<file path="src/rtl/conv_read_addr_gen.sv">
// Read-address sequencer for npu_simple: walks one feature map in 2x2 max-pool order
// and emits the nine 3x3-tap addresses plus the zero-padding enable mask per beat.
module conv_read_addr_gen #(
    parameter int WIDTH_B  = 7,
    parameter int HEIGHT_B = 3,
    parameter int FMAP_W   = 8,
    parameter int FMAP_H   = 8
) (
    input  logic                  clk,
    input  logic                  reset,
    input  logic                  start,
    input  logic                  out_ready,
    output logic                  busy,
    output logic                  out_valid,
    output logic [8:0]            en_read,
    output logic [WIDTH_B*9-1:0]  readi_w,
    output logic [HEIGHT_B*9-1:0] readi_h,
    output logic [WIDTH_B-1:0]    pos_w,
    output logic [HEIGHT_B-1:0]   pos_h,
    output logic [1:0]            mp_idx,
    output logic                  mp_last,
    output logic                  done
);

    typedef enum logic [1:0] {IDLE, RUN, DONE} state_t;

    localparam logic [WIDTH_B-1:0]  K_LAST   = WIDTH_B'(FMAP_W - 2);
    localparam logic [HEIGHT_B-1:0] J_LAST   = HEIGHT_B'(FMAP_H - 2);
    localparam logic [WIDTH_B:0]    FMAP_W_X = (WIDTH_B + 1)'(FMAP_W);
    localparam logic [HEIGHT_B:0]   FMAP_H_X = (HEIGHT_B + 1)'(FMAP_H);

    state_t                state_q, state_d;
    logic                  busy_q, busy_d;
    logic                  valid_q, valid_d;
    logic                  done_q, done_d;
    logic [8:0]            en_q, en_d;
    logic [WIDTH_B*9-1:0]  rw_q, rw_d;
    logic [HEIGHT_B*9-1:0] rh_q, rh_d;
    logic [WIDTH_B-1:0]    pw_q, pw_d;
    logic [HEIGHT_B-1:0]   ph_q, ph_d;
    logic [1:0]            mp_q, mp_d;
    logic                  mp_last_q, mp_last_d;
    logic [WIDTH_B-1:0]    k_q, k_d, k_nxt;
    logic [HEIGHT_B-1:0]   j_q, j_d, j_nxt;
    logic [1:0]            l_q, l_d, l_nxt;
    logic                  last_beat;

    logic [WIDTH_B-1:0]    beat_k, beat_pw;
    logic [HEIGHT_B-1:0]   beat_j, beat_ph;
    logic [1:0]            beat_l;
    logic [8:0]            beat_en;
    logic [WIDTH_B*9-1:0]  beat_w;
    logic [HEIGHT_B*9-1:0] beat_h;
    logic [WIDTH_B:0]      wx;
    logic [HEIGHT_B:0]     hx;
    logic                  load_beat;

    // Pool-order counter advance: l innermost, then k by 2, then j by 2
    always_comb begin
        k_nxt = k_q;
        j_nxt = j_q;
        l_nxt = l_q + 2'd1;
        if (l_q == 2'd3) begin
            if (k_q == K_LAST) begin
                k_nxt = '0;
                j_nxt = j_q + HEIGHT_B'(2);
            end else begin
                k_nxt = k_q + WIDTH_B'(2);
            end
        end
        last_beat = (l_q == 2'd3) && (k_q == K_LAST) && (j_q == J_LAST);
    end

    // The beat being loaded is the origin on start, otherwise the advanced counters
    always_comb begin
        beat_k = (state_q == IDLE) ? '0 : k_nxt;
        beat_j = (state_q == IDLE) ? '0 : j_nxt;
        beat_l = (state_q == IDLE) ? '0 : l_nxt;
        beat_pw = beat_k + WIDTH_B'(beat_l[1]);
        beat_ph = beat_j + HEIGHT_B'(beat_l[0]);
        beat_en = '0;
        beat_w  = '0;
        beat_h  = '0;
        wx      = '0;
        hx      = '0;
        // One extra bit makes -1 wrap to all-ones, so a single unsigned compare rejects both edges
        for (int t = 0; t < 9; t++) begin
            wx = {1'b0, beat_pw} + (WIDTH_B + 1)'(t % 3) - (WIDTH_B + 1)'(1);
            hx = {1'b0, beat_ph} + (HEIGHT_B + 1)'(t / 3) - (HEIGHT_B + 1)'(1);
            if ((wx < FMAP_W_X) && (hx < FMAP_H_X)) begin
                beat_en[8-t]                        = 1'b1;
                beat_w[(8-t)*WIDTH_B +: WIDTH_B]    = wx[WIDTH_B-1:0];
                beat_h[(8-t)*HEIGHT_B +: HEIGHT_B]  = hx[HEIGHT_B-1:0];
            end
        end
    end

    always_comb begin
        state_d   = state_q;
        busy_d    = busy_q;
        valid_d   = valid_q;
        done_d    = 1'b0;
        en_d      = en_q;
        rw_d      = rw_q;
        rh_d      = rh_q;
        pw_d      = pw_q;
        ph_d      = ph_q;
        mp_d      = mp_q;
        mp_last_d = mp_last_q;
        k_d       = k_q;
        j_d       = j_q;
        l_d       = l_q;
        load_beat = 1'b0;
        case (state_q)
            IDLE: begin
                if (start) begin
                    state_d   = RUN;
                    busy_d    = 1'b1;
                    valid_d   = 1'b1;
                    k_d       = '0;
                    j_d       = '0;
                    l_d       = '0;
                    load_beat = 1'b1;
                end
            end
            RUN: begin
                if (valid_q && out_ready) begin
                    if (last_beat) begin
                        state_d   = DONE;
                        busy_d    = 1'b0;
                        valid_d   = 1'b0;
                        done_d    = 1'b1;
                        en_d      = '0;
                        rw_d      = '0;
                        rh_d      = '0;
                        pw_d      = '0;
                        ph_d      = '0;
                        mp_d      = '0;
                        mp_last_d = 1'b0;
                        k_d       = '0;
                        j_d       = '0;
                        l_d       = '0;
                    end else begin
                        k_d       = k_nxt;
                        j_d       = j_nxt;
                        l_d       = l_nxt;
                        load_beat = 1'b1;
                    end
                end
            end
            DONE: begin
                state_d = IDLE;
            end
            default: begin
                state_d = IDLE;
            end
        endcase
        if (load_beat) begin
            en_d      = beat_en;
            rw_d      = beat_w;
            rh_d      = beat_h;
            pw_d      = beat_pw;
            ph_d      = beat_ph;
            mp_d      = beat_l;
            mp_last_d = (beat_l == 2'd3);
        end
    end

    always_ff @(posedge clk or posedge reset) begin
        if (reset) begin
            state_q   <= IDLE;
            busy_q    <= 1'b0;
            valid_q   <= 1'b0;
            done_q    <= 1'b0;
            en_q      <= '0;
            rw_q      <= '0;
            rh_q      <= '0;
            pw_q      <= '0;
            ph_q      <= '0;
            mp_q      <= '0;
            mp_last_q <= 1'b0;
            k_q       <= '0;
            j_q       <= '0;
            l_q       <= '0;
        end else begin
            state_q   <= state_d;
            busy_q    <= busy_d;
            valid_q   <= valid_d;
            done_q    <= done_d;
            en_q      <= en_d;
            rw_q      <= rw_d;
            rh_q      <= rh_d;
            pw_q      <= pw_d;
            ph_q      <= ph_d;
            mp_q      <= mp_d;
            mp_last_q <= mp_last_d;
            k_q       <= k_d;
            j_q       <= j_d;
            l_q       <= l_d;
        end
    end

    assign busy      = busy_q;
    assign out_valid = valid_q;
    assign done      = done_q;
    assign en_read   = en_q;
    assign readi_w   = rw_q;
    assign readi_h   = rh_q;
    assign pos_w     = pw_q;
    assign pos_h     = ph_q;
    assign mp_idx    = mp_q;
    assign mp_last   = mp_last_q;

endmodule

</file>
<file path="config.mk">
export PLATFORM = sky130hd
export DESIGN_NAME = conv_read_addr_gen
export DESIGN_NICKNAME = d
export VERILOG_FILES = /design/src/rtl/conv_read_addr_gen.sv
export SDC_FILE = /design/constraint.sdc
export NUM_CORES = 1
export LEC_CHECK = 0
export ABC_AREA = 0
export BUFFER_PORTS_ARGS = -buffer_cell sky130_fd_sc_hd__buf_2
export CAP_MARGIN = 30
export CORE_AREA = 10 10 102 127
export DETAILED_ROUTE_END_ITERATION = 10
export DIE_AREA = 0 0 112 137
export HOLD_SLACK_MARGIN = 0.05
export PLACE_DENSITY = 0.78
export RECOVER_POWER = 100
export SETUP_SLACK_MARGIN = 0.1
export SLEW_MARGIN = 25
export SYNTH_ARGS = -nofsm -noshare
export SYNTH_HDL_FRONTEND = slang
export SYNTH_SLANG_ARGS = --single-unit
</file>
<file path="constraint.sdc">
create_clock -name clk -period 4 [get_ports clk]
set_input_delay 0 -clock clk [delete_from_list [all_inputs] [get_ports clk]]
set_output_delay 0 -clock clk [all_outputs]
set_load 0.01 [all_outputs]
</file>
# Yosys cells after proc, flatten, opt, wreduce, memory -nomap -nowiden
# Index checks and enable logic that the tools add are counted.
# classes
n_addsub,15
n_lt_le_gt_ge,6
n_eq_ne,8
muxes,87
reduce_logical,21
# ops
op,n
$mux 63,4
$mux 7,19
$mux 27,4
$mux 3,19
$mux 9,4
$lt 8x4->1 const B,3
$mux 2,11
$mux 1,20
$sub 8x1->8 const B,2
$pmux 7 s2,1
$logic_and 1x1->1,12
$lt 4x4->1 const B,3
$reduce_and 3->1,3
$add 7x1->8 const B,1
$add 7x2->8 const B,1
$pmux 2 s2,2
$reduce_bool 2->1,4
$sub 4x1->4 const B,2
$sub 7x1->8 const B,1
$add 7x1->7,1
$add 7x2->7 const B,1
$eq 7x3->1 const B,1
$ne 2x2->1 const B,3
$pmux 3 s2,1
other kinds (12),14
# word_totals
register_bits,128
input_bits,4
output_inout_bits,115
wordCells,150

# Logic depth before layout (Yosys ltp)
# logic_depth
depth_word,11
mapped_depth,14
depth_no_buf,11

# Worst setup path after synthesis
# No wires, ideal clock.
# synth_timing
path_kind,reg2reg
startpoint,reg state_q[0]
endpoint,"reg rh_q[1], in the netlist readi_h[1]"
setup_ps,67
t_arrival_ps,3186
required_ps,3933
slack_ps,747
stages_incl_launch_ff,13
path_buffers,3
period_less_slack_ps,3253
path_cell_list,dfrtp_1 > buf_2 > or2_2 > clkbuf_1 > and2_1 > ha_1 > a21boi_0 > or2_2 > ha_1 > or4_4 > a211oi_4 > buf_6 > a32o_2
# synth_via
elab_chain_len,9
elab_cells_between_ends,21
classes_between,add/sub: 6; order compare: 2; eq/ne: 1; mux: 6; reduce/logical: 6
# synth_rtl
element,line,source
from (decl),32,"state_t state_q, state_d;"
from (signal assigned),186,state_q <= state_d;
$logic_not 2->1,n/a,
"$mux 7, or another cell as far along",76,beat_k = (state_q == IDLE) ? '0 : k_nxt;
$add 7x1->7 / $add 3x1->3 (equally long branches),"79, 80",
$add 7x2->8 / $add 3x2->4 (equally long branches),"88, 89",
$sub 8x1->8 / $sub 4x1->4 (equally long branches),"88, 89",
$lt 8x4->1 / $lt 4x4->1 (equally long branches),90,if ((wx < FMAP_W_X) && (hx < FMAP_H_X)) begin
$logic_and 1x1->1,90,
$mux 3,90,
$mux 27,158,if (load_beat) begin
to (signal assigned),192,rh_q <= rh_d;
to (decl),38,"logic [HEIGHT_B*9-1:0] rh_q, rh_d;"
# Several ways; a longest one is shown, not always the timed one.
# A chain may end at the register's enable or synchronous reset.

# Worst setup path in the final report
# layout_timing
startpoint,reg state_q[0]
endpoint,"reg rw_q[0], in the netlist readi_w[0]"
# layout_via
elab_chain_len,9
elab_cells_between_ends,21
classes_between,add/sub: 6; order compare: 2; eq/ne: 1; mux: 6; reduce/logical: 6
# layout_rtl
element,line,source
$logic_not 2->1,n/a,
"$mux 7, or another cell as far along",76,
$add 7x1->7 / $add 3x1->3 (equally long branches),"79, 80",
$add 7x2->8 / $add 3x2->4 (equally long branches),"88, 89",
$sub 8x1->8 / $sub 4x1->4 (equally long branches),"88, 89",
$lt 8x4->1 / $lt 4x4->1 (equally long branches),90,
$logic_and 1x1->1,90,
$mux 7,90,
$mux 63,158,
to (signal assigned),191,rw_q <= rw_d;
to (decl),37,"logic [WIDTH_B*9-1:0] rw_q, rw_d;"
# Several ways; a longest one is shown, not always the timed one.

==> impl_metrics.csv <==
group,metric,value,unit
status,status,"finished, violations left",
status,violations,"max-capacitance violations, max-slew violations",
global_routing,antenna_found_initial,0,
route,drc,0,
yosys,synth_edf_count,0,
setup_path,startpoint_type,"register",
floorplanning,die-width,112,um
pwr,p_per_area,493,mW/mm2
finish,multi_input_area,0.00222,mm2
yosys,synth-seq-cells,127,
place,dp_slack,0.555,ns
floorplanning,die_height,137,um
route,route.met2.wl,7430,um
global_routing,grt_pass1_wl,24300,um
floorplanning,start_util,53.3,%
finish,area_growth,20.5,%
setup_path,rr_worst_depth,10,
sta,finClkSkew,0.00635,ns
yosys,synth_flop_cell,"dfrtp_1",
global_routing,grt_max_degree,63,
sta,maxSlewHeadroom,-62.7,%
floorplanning,core_area,0.0105,mm2
route,drtIter0Drc,239,
route,met1_length,6100,um
yosys,synth_top_cell_by_area,"dfrtp_1",
setup_path,rrSetupSlack,0.25,ns
hold_path,min_from,"mp_idx[0]",
route,ant_nets,0,
place,placed_area,0.00627,mm2
yosys,netlist_top_cells_area,"dfrtp_1 57%, nand2_1 5.1%, and2_1 4.6%",
yosys,synth_cell_types,55,
finish,drive_above_1_share,9.05,%
route,highest-signal-layer,"met4",
setup_path,cp_max_fo,21,
route,wire_per_inst,19.4,um
finish,final-seq-area,0.00318,mm2
job,drv_cap,2,
hold_path,hp-class,"register to register",
sta,layout_setup_ws,0.246,ns
clock_network,tritoncts,"built",
sta,rsz0062_at_grt,"no",
clock_network,clock_sinks,127,
route,wl,15000,um
place,hpwl,10600,um
place,dp_cells,737,
clock_network,clk_path_buf_depth,2,
clock_network,htree_levels,4,
global_routing,gr-total-overflow,0,
global_routing,track_usage,19.4,%
yosys,yosys-top-cells-count,"127 x dfrtp_1, 75 x nand2_1, 41 x and2_1",
sta,fmax,0.266,GHz
clock_network,hold_buffers,4,
clock_network,clock_latency,0.42,ns
yosys,syn_area,0.00557,mm2
sta,setup_violations,0,
sta,drv_slew,119,
floorplanning,io_pins,119,
setup_path,critical_path_class,"register to register",
yosys,ys_seq_area_share,57.0,%
route,vias,4490,
clock_network,clkTransAtPathRegs,0.06,ns
yosys,syn-num-nets,524,
hold_path,hold_depth,1,
sta,worstMarginPinSlew,2.43,ns
place,gp_congestion,0.861,
yosys,ys_warn_count,0,
setup_path,worstPathRequired,4.35,ns
pwr,leakage,3.02,nW
place,port_buffers,118,
finish,stdcell_count,773,
sta,hold_violations,0,
global_routing,grt_pass1_vias,4606,
sta,holdWs,0.475,ns
floorplanning,fp-row-count,42,
clock_network,cts-resized-gates,0,
route,vias_per_cell,5.81,
clock_network,cts-buffers-inserted,17,
hold_path,hold_end,"mp_idx[0]",
yosys,synth_top_area_share,57.0,%
sta,period_needed,3.75,ns
finish,num-fill-cells,911,
finish,utilization,64.2,%
pwr,ir_worst_vdd,319,uV
yosys,syn_inst,508,
finish,design_area,0.00672,mm2
sta,min_period_over_period,93.9,%
pwr,power.total,3.31,mW
yosys,syn_avg_cell_area,11.0,um2
sta,fin_tns_setup,0,ns
route,dr.pass1.iters,5,
setup_path,critPathArrivalTime,4.10,ns
setup_path,r2r-end,"readi_w[0]",
floorplanning,die-area,0.0153,mm2
setup_path,timing.rr.start,"state_q[0]",
route,wl_met3,1070,um
finish,nNetsFinal,644,
clock_network,root_buffer,"clkbuf_16",
setup_path,crit_path_end_kind,"register",
finish,n_antenna_cell,0,
yosys,synth_most_common_cell,"dfrtp_1",
yosys,async_flop_share,100,%
clock_network,post_cts_buffers,0,
==> flip-flops by register name (all words and copies together), names as in the netlist <==
register   cells
mp_last        1
k_q            7
readi_w       63
j_q            2
state_q        2
pos_h          3
readi_h       27
done           1
mp_idx         2
l_q            2
pos_w          7
out_valid      1
en_read        9
==> final cells by class <==
class,instances,share of cell area (%)
flip-flops and latches,127,47.3
multi-input cells,342,33.0
repair buffers,133,8.08
clock buffers,21,6.71
well taps,132,2.46
clock inverters,11,1.97
inverters,7,0.410
==> where the power goes <==
part | switching (mW) | total (mW) | internal, mW
clock | 0.568 | 1.51 | 0.940
combinational | 0.241 | 0.379 | 0.138
sequential | 0.0537 | 1.43 | 1.37
==> kinds of logic (layout without fill, tap and decap cells) <==
logic type,after synthesis,after routing,share of synthesized area [%]
compound gates,129,129,17.1
xor+xnor,14,14,2.20
fa+ha+maj,12,12,2.69
buf+inv,39,172,3.37
flops,127,127,57.0
mux,6,6,1.24
other cells,1,1,0.0673
simple gates,180,180,16.3
==> layer usage <==
metal  vias up  GRT usage, %
li1       2061             -
met1      2217          22.9
met2       180          32.1
met3        32          6.26
met4         0          7.98
met5         -             0
==> layout by cell type (no fill, tap or decap), types with 7 or more instances in the layout <==
cell type / instances
and2_0: 26
clkbuf_16: 17
nand4_1: 11
o21ai_0: 43
ha_1: 12
dfrtp_1: 127
nand2_1: 75
nand3_1: 7
a22o_1: 11
xnor2_1: 12
clkbuf_1: 123
a21oi_1: 9
o31ai_1: 16
nor2_1: 18
a32o_1: 19
and2_1: 15
==> worst max-delay path, stage by stage, from the launching register on <==
cell      delay [ns]
dfrtp_1         0.47
or2_0           0.39
and2_0          0.28
ha_1            0.30
a21boi_0        0.17
or2_2           0.38
ha_1            0.24
or4_1           0.58
a211oi_4        0.21
clkbuf_2        0.42
a32o_1          0.25
==> worst max path at each step <==
stage | cells after the start | to | startpoint | slack [ns]
finish | 10 | readi_w[0] | state_q[0] | 0.25
global placement | 11 | en_read[2] | l_q[0] | 0.68
CTS | 11 | en_read[2] | l_q[0] | 0.48
global route | 11 | en_read[2] | l_q[0] | 0.09
floorplan | 1 | done | reset | 0.62
detailed placement | 11 | en_read[2] | l_q[0] | 0.56
No activity file was read; power rests on OpenSTA's default activity.
